<file path="src/rtl/bit_serial_alu.sv">
// Bit-serial ALU: one 1-bit ALU slice is stepped LSB first across a WIDTH-bit
// operand pair, under a start/done handshake.
module bit_serial_alu #(
  parameter int unsigned WIDTH = 64
) (
  input  logic             clk,
  input  logic             reset,
  input  logic             start,
  input  logic [3:0]       ALUOp,
  input  logic [WIDTH-1:0] a,
  input  logic [WIDTH-1:0] b,
  output logic             busy,
  output logic             done,
  output logic [WIDTH-1:0] Result,
  output logic             CarryOut,
  output logic             Zero
);

  localparam int unsigned CNT_W = $clog2(WIDTH);

  typedef enum logic [1:0] {
    IDLE,
    RUN,
    DONE
  } state_t;

  state_t             state;
  logic [WIDTH-1:0]   a_q;
  logic [WIDTH-1:0]   b_q;
  logic [3:0]         op_q;
  logic [CNT_W-1:0]   cnt;
  logic               carry;
  logic [WIDTH-1:0]   sreg;

  logic               ma;
  logic               mb;
  logic               res_bit;
  logic               carry_nxt;
  logic [WIDTH-1:0]   word;

  // Operands shift right as they are consumed, so the slice always reads bit 0.
  always_comb begin
    ma        = a_q[0] ^ op_q[3];
    mb        = b_q[0] ^ op_q[2];
    res_bit   = 1'b0;
    case (op_q[1:0])
      2'b00:   res_bit = ma & mb;
      2'b01:   res_bit = ma | mb;
      2'b10:   res_bit = ma ^ mb ^ carry;
      default: res_bit = 1'b0;
    endcase
    carry_nxt = (ma & mb) | (ma & carry) | (mb & carry);
    word      = {res_bit, sreg[WIDTH-1:1]};
  end

  always_ff @(posedge clk) begin
    if (!reset) begin
      state    <= IDLE;
      a_q      <= '0;
      b_q      <= '0;
      op_q     <= '0;
      cnt      <= '0;
      carry    <= 1'b0;
      sreg     <= '0;
      busy     <= 1'b0;
      done     <= 1'b0;
      Result   <= '0;
      CarryOut <= 1'b0;
      Zero     <= 1'b0;
    end else begin
      case (state)
        IDLE: begin
          done <= 1'b0;
          if (start) begin
            a_q   <= a;
            b_q   <= b;
            op_q  <= ALUOp;
            cnt   <= '0;
            carry <= ALUOp[2];
            busy  <= 1'b1;
            state <= RUN;
          end
        end
        RUN: begin
          a_q   <= a_q >> 1;
          b_q   <= b_q >> 1;
          sreg  <= word;
          carry <= carry_nxt;
          cnt   <= cnt + 1'b1;
          if (cnt == CNT_W'(WIDTH - 1)) begin
            Result   <= word;
            CarryOut <= (op_q[1:0] == 2'b10) ? carry_nxt : 1'b0;
            Zero     <= (word == '0);
            busy     <= 1'b0;
            done     <= 1'b1;
            state    <= DONE;
          end
        end
        DONE: begin
          done  <= 1'b0;
          state <= IDLE;
        end
        default: state <= IDLE;
      endcase
    end
  end

endmodule
</file>
<file path="config.mk">
export PLATFORM = sky130hd
export DESIGN_NAME = bit_serial_alu
export DESIGN_NICKNAME = d
export VERILOG_FILES = /design/src/rtl/bit_serial_alu.sv
export SDC_FILE = /design/constraint.sdc
export NUM_CORES = 1
export LEC_CHECK = 0
export BUFFER_PORTS_ARGS = -buffer_cell sky130_fd_sc_hd__clkbuf_2
export CAP_MARGIN = 0
export CELL_PAD_IN_SITES_DETAIL_PLACEMENT = 1
export CELL_PAD_IN_SITES_GLOBAL_PLACEMENT = 1
export CORE_ASPECT_RATIO = 0.7
export CORE_MARGIN = 4
export CORE_UTILIZATION = 44
export DETAILED_ROUTE_END_ITERATION = 16
export PLACE_DENSITY_LB_ADDON = 0.1
export SLEW_MARGIN = 10
export SYNTH_ARGS = -nofsm -noshare
export SYNTH_HDL_FRONTEND = slang
export SYNTH_SLANG_ARGS = --single-unit
</file>
<file path="constraint.sdc">
create_clock -name clk -period 3.11 [get_ports clk]
set_input_delay 0.622 -clock clk [delete_from_list [all_inputs] [get_ports clk]]
set_output_delay 0.622 -clock clk [all_outputs]
set_load 0.01 [all_outputs]
</file>
==> results of run 1 <==
==> power by group <==
group          leakage (nW)  switching, mW  internal [mW]
Clock                 0.452           1.34           2.00
Combinational          2.24          0.394          0.275
Sequential             2.23         0.0983           3.66
==> stage by stage <==
step / total power [mW] / worst slack, ps / cells / utilization, % / area [sq um]
global placement: 4.48 / 1020 / 1656 / 50.6 / 11600
global route: 8.10 / 928 / 1704 / 54.6 / 12500
detailed placement: 4.51 / 1030 / 1656 / 50.6 / 11600
floorplan: 4.26 / 1170 / 1231 / - / 10400
CTS: 7.85 / 1090 / 1704 / 54.6 / 12500
finish: 7.76 / 1070 / 1704 / 54.6 / 12500
==> area by class of cell <==
class                   instances  area (sq um)
clock inverters                 5          78.8
fillers                      2777         10400
flip-flops and latches        272          5450
well taps                     312           390
repair buffers                217          1190
inverters                       3          11.3
clock buffers                  43           836
multi-input cells             852          4590
==> sequential cells by signal (all words and copies together) (netlist names) <==
signal / flops
CarryOut: 1
Result: 64
Zero: 1
a_q: 64
b_q: 64
busy: 1
carry: 1
cnt: 6
done: 1
op_q: 4
sreg: 63
state: 2
==> routing by layer <==
layer  share of wire (%)  global-route usage (%)  up-vias
li1                    -                       -     4518
met1                  49                    29.9     4333
met2                  43                    32.8      178
met3                 6.6                    6.27       40
met4                 1.4                    3.79       10
met5                0.24                       0        -
==> worst max-delay path, cell delays in order (launching register included) <==
cell	delay, ps
dfxtp_1	460
nand2b_4	280
buf_4	670
nand2_1	160
a21boi_0	340
==> layout by cell type (no fill, tap or decap), drive strengths merged, types with 2 or more instances in the layout <==
| cell | instances |
|---|---|
| dfxtp | 272 |
| nand2 | 270 |
| nor2 | 254 |
| clkbuf | 244 |
| a21boi | 137 |
| o221ai | 126 |
| buf | 16 |
| nor4 | 15 |
| nand3 | 7 |
| o21ai | 7 |
| nor2b | 5 |
| nand4 | 4 |
| inv | 4 |
| ha | 3 |
| xnor2 | 2 |
| a31oi | 2 |
| and2 | 2 |
| o211a | 2 |
| or4 | 2 |
| clkinv | 2 |
| bufinv | 2 |
==> how the worst min path moves through the flow <==
stage,cells past startpoint,startpoint,to,slack [ps]
after floorplan,2,a_q[10],a_q[10],440
after global placement,2,CarryOut,CarryOut,440
after detailed placement,2,CarryOut,CarryOut,450
after CTS,3,ALUOp[0],op_q[0],310
after global routing,3,ALUOp[0],op_q[0],320
final,3,ALUOp[0],op_q[0],330
==> logic make-up after synthesis <==
group	count (synthesis)	share of synthesized area (%)
AND/OR/NAND/NOR	567	21.5
AO/OA/AOI/OAI	279	21.5
flip-flops	272	52.3
buffers and inverters	107	3.95
adder cells (fa/ha/maj)	4	0.553
XOR/XNOR	2	0.168
==> flow_summary.yaml, run 1 <==
layout:
  diodes: 0
  areaGrowthSynthToFinish_pct: 20.4
  layout.nets: 1512
  drive_gt1_share_pct: 19.1
power:
  vdd_ir_drop_max_mv: 0.399
  p_leak_nw: 4.92
  p_per_area_nw_per_um2: 619
clock_network:
  clock_latency_ps: 530
  root_buffer: "clkbuf_16"
  cts_tree: "built"
  ctsHoldBuffers: 0
  cts_made_buffers: 27
  ctsResizeCount: 0
  post_cts_buffers: 0
  clock_path_buffers: 3
  cts_sinks: 272
  htreeDepth: 1
  cts.clk_slew.worst_paths_ps: 60
synthesis:
  synth_top_cell_by_area: "dfxtp_1"
  ys_async_sr_fraction_pct: 0
  synth-seq-area-share_pct: 52.3
  synth_area_per_cell_sq_um: 8.46
  syn-num-nets: 1370
  synth-edff-count: 0
  synth_cell_type_count: 35
  synth_common_cells: "dfxtp_1 (272), nand2_1 (270), nor2_1 (254)"
  synth-main-ff-cell: "dfxtp_1"
  synth_top_area_share_pct: 52.3
  netlist_area_sq_um: 10400
  ys_warn_count: 0
  synthTopCellsByArea: "dfxtp_1 (52%), o221ai_1 (11%), a21boi_0 (9.8%)"
  syn_inst: 1231
  ys_ff_latch: 272
  yosysMostFrequentCell: "dfxtp_1"
floorplan:
  core_area_sq_um: 23000
  start_util_pct: 45.3
  die_area_sq_um: 26200
  rows: 46
  die_y_um: 137
  ios: 203
  fp.dieW_um: 192
setup_path:
  crit_fanout: 74
  cp.required_ps: 3520
  worstReg2RegEnd: "sreg[14]"
  worstPathArrival_ps: 2450
  r2r_cells: 4
  r2r_start: "state[1]"
  critical_path.startpoint: "state[1]"
  crit_path_end_kind: "register"
  r2r_slack_ps: 1070
  crit_path_start_kind: "register"
  setup.worst_path.end: "sreg[14]"
  critPathKind: "reg -> reg"
routing:
  drt_iter0_drc: 572
  via_per_inst: 5.33
  via_count: 9079
  detail_route.wl_per_cell_um: 16.6
  ant_nets: 0
  drt_wl_total_mm: 28.3
  drc: 0
  first_pass_iters: 4
grt:
  grt_use_total_pct: 21.2
  grt_max_degree: 149
  grt-ovfl-total: 0
  first_global_vias: 9138
  grt_pass1_wl_mm: 46.7
  antenna_found_initial: 5
sta:
  period_minus_slack_ps: 2040
  hold_viol: 0
  timing.final.crit_share_pct: 65.6
  clock_skew_ps: 18.3
  worstMarginPinSlew_ps: 800
  rsz0062_at_grt: "no"
  hold-worst-slack_ps: 330
  worst_slew_margin_rel_pct: 46.6
  finalSetupTns_ps: 0
  drv_slew: 0
  setup_violations: 0
  fmax_mhz: 490
placement:
  place_congestion: 0.751
  dp_hpwl_mm: 18.0
  port_buffers: 202
status:
  status: "complete, no violations"
flow_run:
  cap_violations: 0
min_path:
  hold_path_class: "in -> reg"
Note: power is estimated with default switching activity, not from simulation.
==> run 2: changes to the inputs <==
- CORE_UTILIZATION: 44 -> 41
- clock period: 3.11 -> 2 ns (I/O delays scaled with it)
==> run 2 against run 1 <==
Compared with the run above: wire length increased by 3.2%; setup slack got worse by 880 ps; worst hold slack got worse by 220 ps; critical path type unchanged; power increased by 62%; die area increased by 6.9%; via count about the same; largest cell class unchanged; combinational power increased by 58%; clock power increased by 71%; utilization decreased by 3.3 points; final cell count increased by 1.1%; maximum frequency increased by 13%; critical path depth increased by 1.
==> flow_summary.yaml, run 2 (synthesis gave the netlist of run 1 again) <==
status:
  status: "complete, no violations"
power:
  vdd_ir_drop_max_mv: 0.700
  p_per_area_nw_per_um2: 990
  pwr-share-comb_pct: 8.4
  internal_power_mw: 9.69
  pwr-share-seq_pct: 46.4
  p_leak_nw: 5.00
  switching_power_mw: 2.92
  power.share.clock_pct: 45.3
  finalPower_mw: 12.6
  p_sw_share_pct: 23.1
grt:
  grt_max_degree: 162
  grt_pass1_wl_mm: 47.8
  use_met2_pct: 30.9
  grt-ovfl-total: 0
  antenna_found_initial: 3
  first_global_vias: 9294
  gr-max-usage-layer: "met2"
  met3_usage_pct: 5.65
  grt_use_met1_pct: 28.9
  grt_use_total_pct: 20.2
clock_network:
  clock_path_buffers: 3
  cts.clk_slew.worst_paths_ps: 70
  ctsResizeCount: 0
  post_cts_buffers: 0
  root_buffer: "clkbuf_16"
  clock_latency_ps: 530
  cts_made_buffers: 27
  cts_tree: "built"
  cts_sinks: 272
  htreeDepth: 1
  ctsHoldBuffers: 0
floorplan:
  core_area_sq_um: 24800
  die_y_um: 141
  die_area_sq_um: 28100
  fp.dieW_um: 198
  rows: 48
  start_util_pct: 42.0
  ios: 203
min_path:
  hold_path_class: "in -> reg"
  min_from: "ALUOp[0]"
  whs_endpoint: "op_q[0]"
  holdPathStages: 3
routing:
  drt_iter0_drc: 590
  via_per_inst: 5.27
  detail_route.wl_per_cell_um: 17.0
  drc: 0
  first_pass_iters: 5
  drt_wl_total_mm: 29.2
  ant_nets: 0
  via_count: 9087
placement:
  port_buffers: 202
  place_congestion: 0.717
  pre_cts_ws_ps: 194
  dp_hpwl_mm: 18.8
setup_path:
  r2r_slack_ps: 190
  crit_path_start_kind: "register"
  worst_path_max_delay_cell: "or4b_1"
  r2r_cells: 5
  critPathMaxStageDelay_ps: 480
  crit_path_end_kind: "register"
  worstReg2RegEnd: "CarryOut"
  cp_cell_sequence: "ha_1 > nand3_1 > or3_2 > or4b_1 > a21boi_1"
  r2r_start: "cnt[0]"
  worstPathArrival_ps: 2270
  crit_fanout: 4
  cp.required_ps: 2470
  critPathKind: "reg -> reg"
layout:
  diodes: 0
  areaGrowthSynthToFinish_pct: 22.2
  layout.nets: 1518
  reg_top3: "Result x64, a_q x64, b_q x64"
  mostFrequentLayoutCell: "dfxtp_1"
  drive_gt1_share_pct: 19.7
  most-common-layout-cells: "dfxtp_1 (272), nand2_1 (270), nor2_1 (254)"
sta:
  clock_skew_ps: 10.4
  rsz0062_at_grt: "no"
  worstMarginPinSlew_ps: 725
  hold-worst-slack_ps: 106
  setup_slack_ps: 191
  setup_violations: 0
  finalSetupTns_ps: 0
  timing.final.crit_share_pct: 90.4
  hold_viol: 0
  worst_slew_margin_rel_pct: 51.7
  period_minus_slack_ps: 1810
  fmax_mhz: 553
  drv_slew: 0
flow_run:
  cap_violations: 0
-- run 2: changes by cell type in the layout (fill, tap and decap cells not counted), moves of 2 or more --
| cell | before | now |
|---|---|---|
| buf_12 | 5 | 8 |
| buf_4 | 10 | 13 |
| bufinv_16 | 2 | 7 |
| clkbuf_1 | 6 | 3 |
| clkbuf_8 | 10 | 5 |
| clkinv_2 | 2 | 4 |
-- run 2: how the worst max path moves through the flow --
stage,slack [ps],from,end
finish,190,cnt[0],CarryOut
global route,70,b_q[0],Zero
CTS,180,cnt[0],CarryOut
detailed placement,190,cnt[0],CarryOut
global placement,210,cnt[0],CarryOut
floorplan,270,cnt[0],CarryOut
-- run 2: worst max-delay path, delay by kind of cell (launching register included) --
kind,cells,cell delay (ps)
AND/OR/NAND/NOR,3,1040
flip-flops,1,360
adder cells (fa/ha/maj),1,200
AO/OA/AOI/OAI,1,150
-- run 2: power groups by stage --
| stage | Clock (mW) | Combinational, mW | Sequential (mW) |
|---|---|---|---|
| 4_1_cts | 5.86 | 1.07 | 5.85 |
| 2_1_floorplan | 0 | 0.712 | 5.92 |
| 3_3_place_gp | 0 | 1.03 | 5.95 |
| 3_5_place_dp | 0 | 1.06 | 5.96 |
| 5_1_grt | 6.08 | 1.19 | 5.88 |
| 6_report | 5.71 | 1.06 | 5.84 |
-- run 2: layer usage --
metal,routed length [um],share of wire [%]
met2,12600,43
met3,1750,6.0
met4,456,1.6
met5,46,0.16
met1,14300,49
-- run 2: cell type report --
cell class,instances,area [sq um]
Clock inverter,13,246
Fill cell,2932,12100
Sequential cell,272,5450
Inverter,3,11.3
Multi-Input combinational cell,852,4590
Tap cell,325,407
Clock buffer,35,756
Timing Repair Buffer,223,1270
-- run 2: through the flow --
stage	utilization, %	instances	area [sq um]
3_5_place_dp	47.3	1675	11700
6_report	51.3	1723	12700
4_1_cts	51.3	1723	12700
3_3_place_gp	47.3	1675	11700
2_1_floorplan	-	1231	10400
5_1_grt	51.3	1723	12700
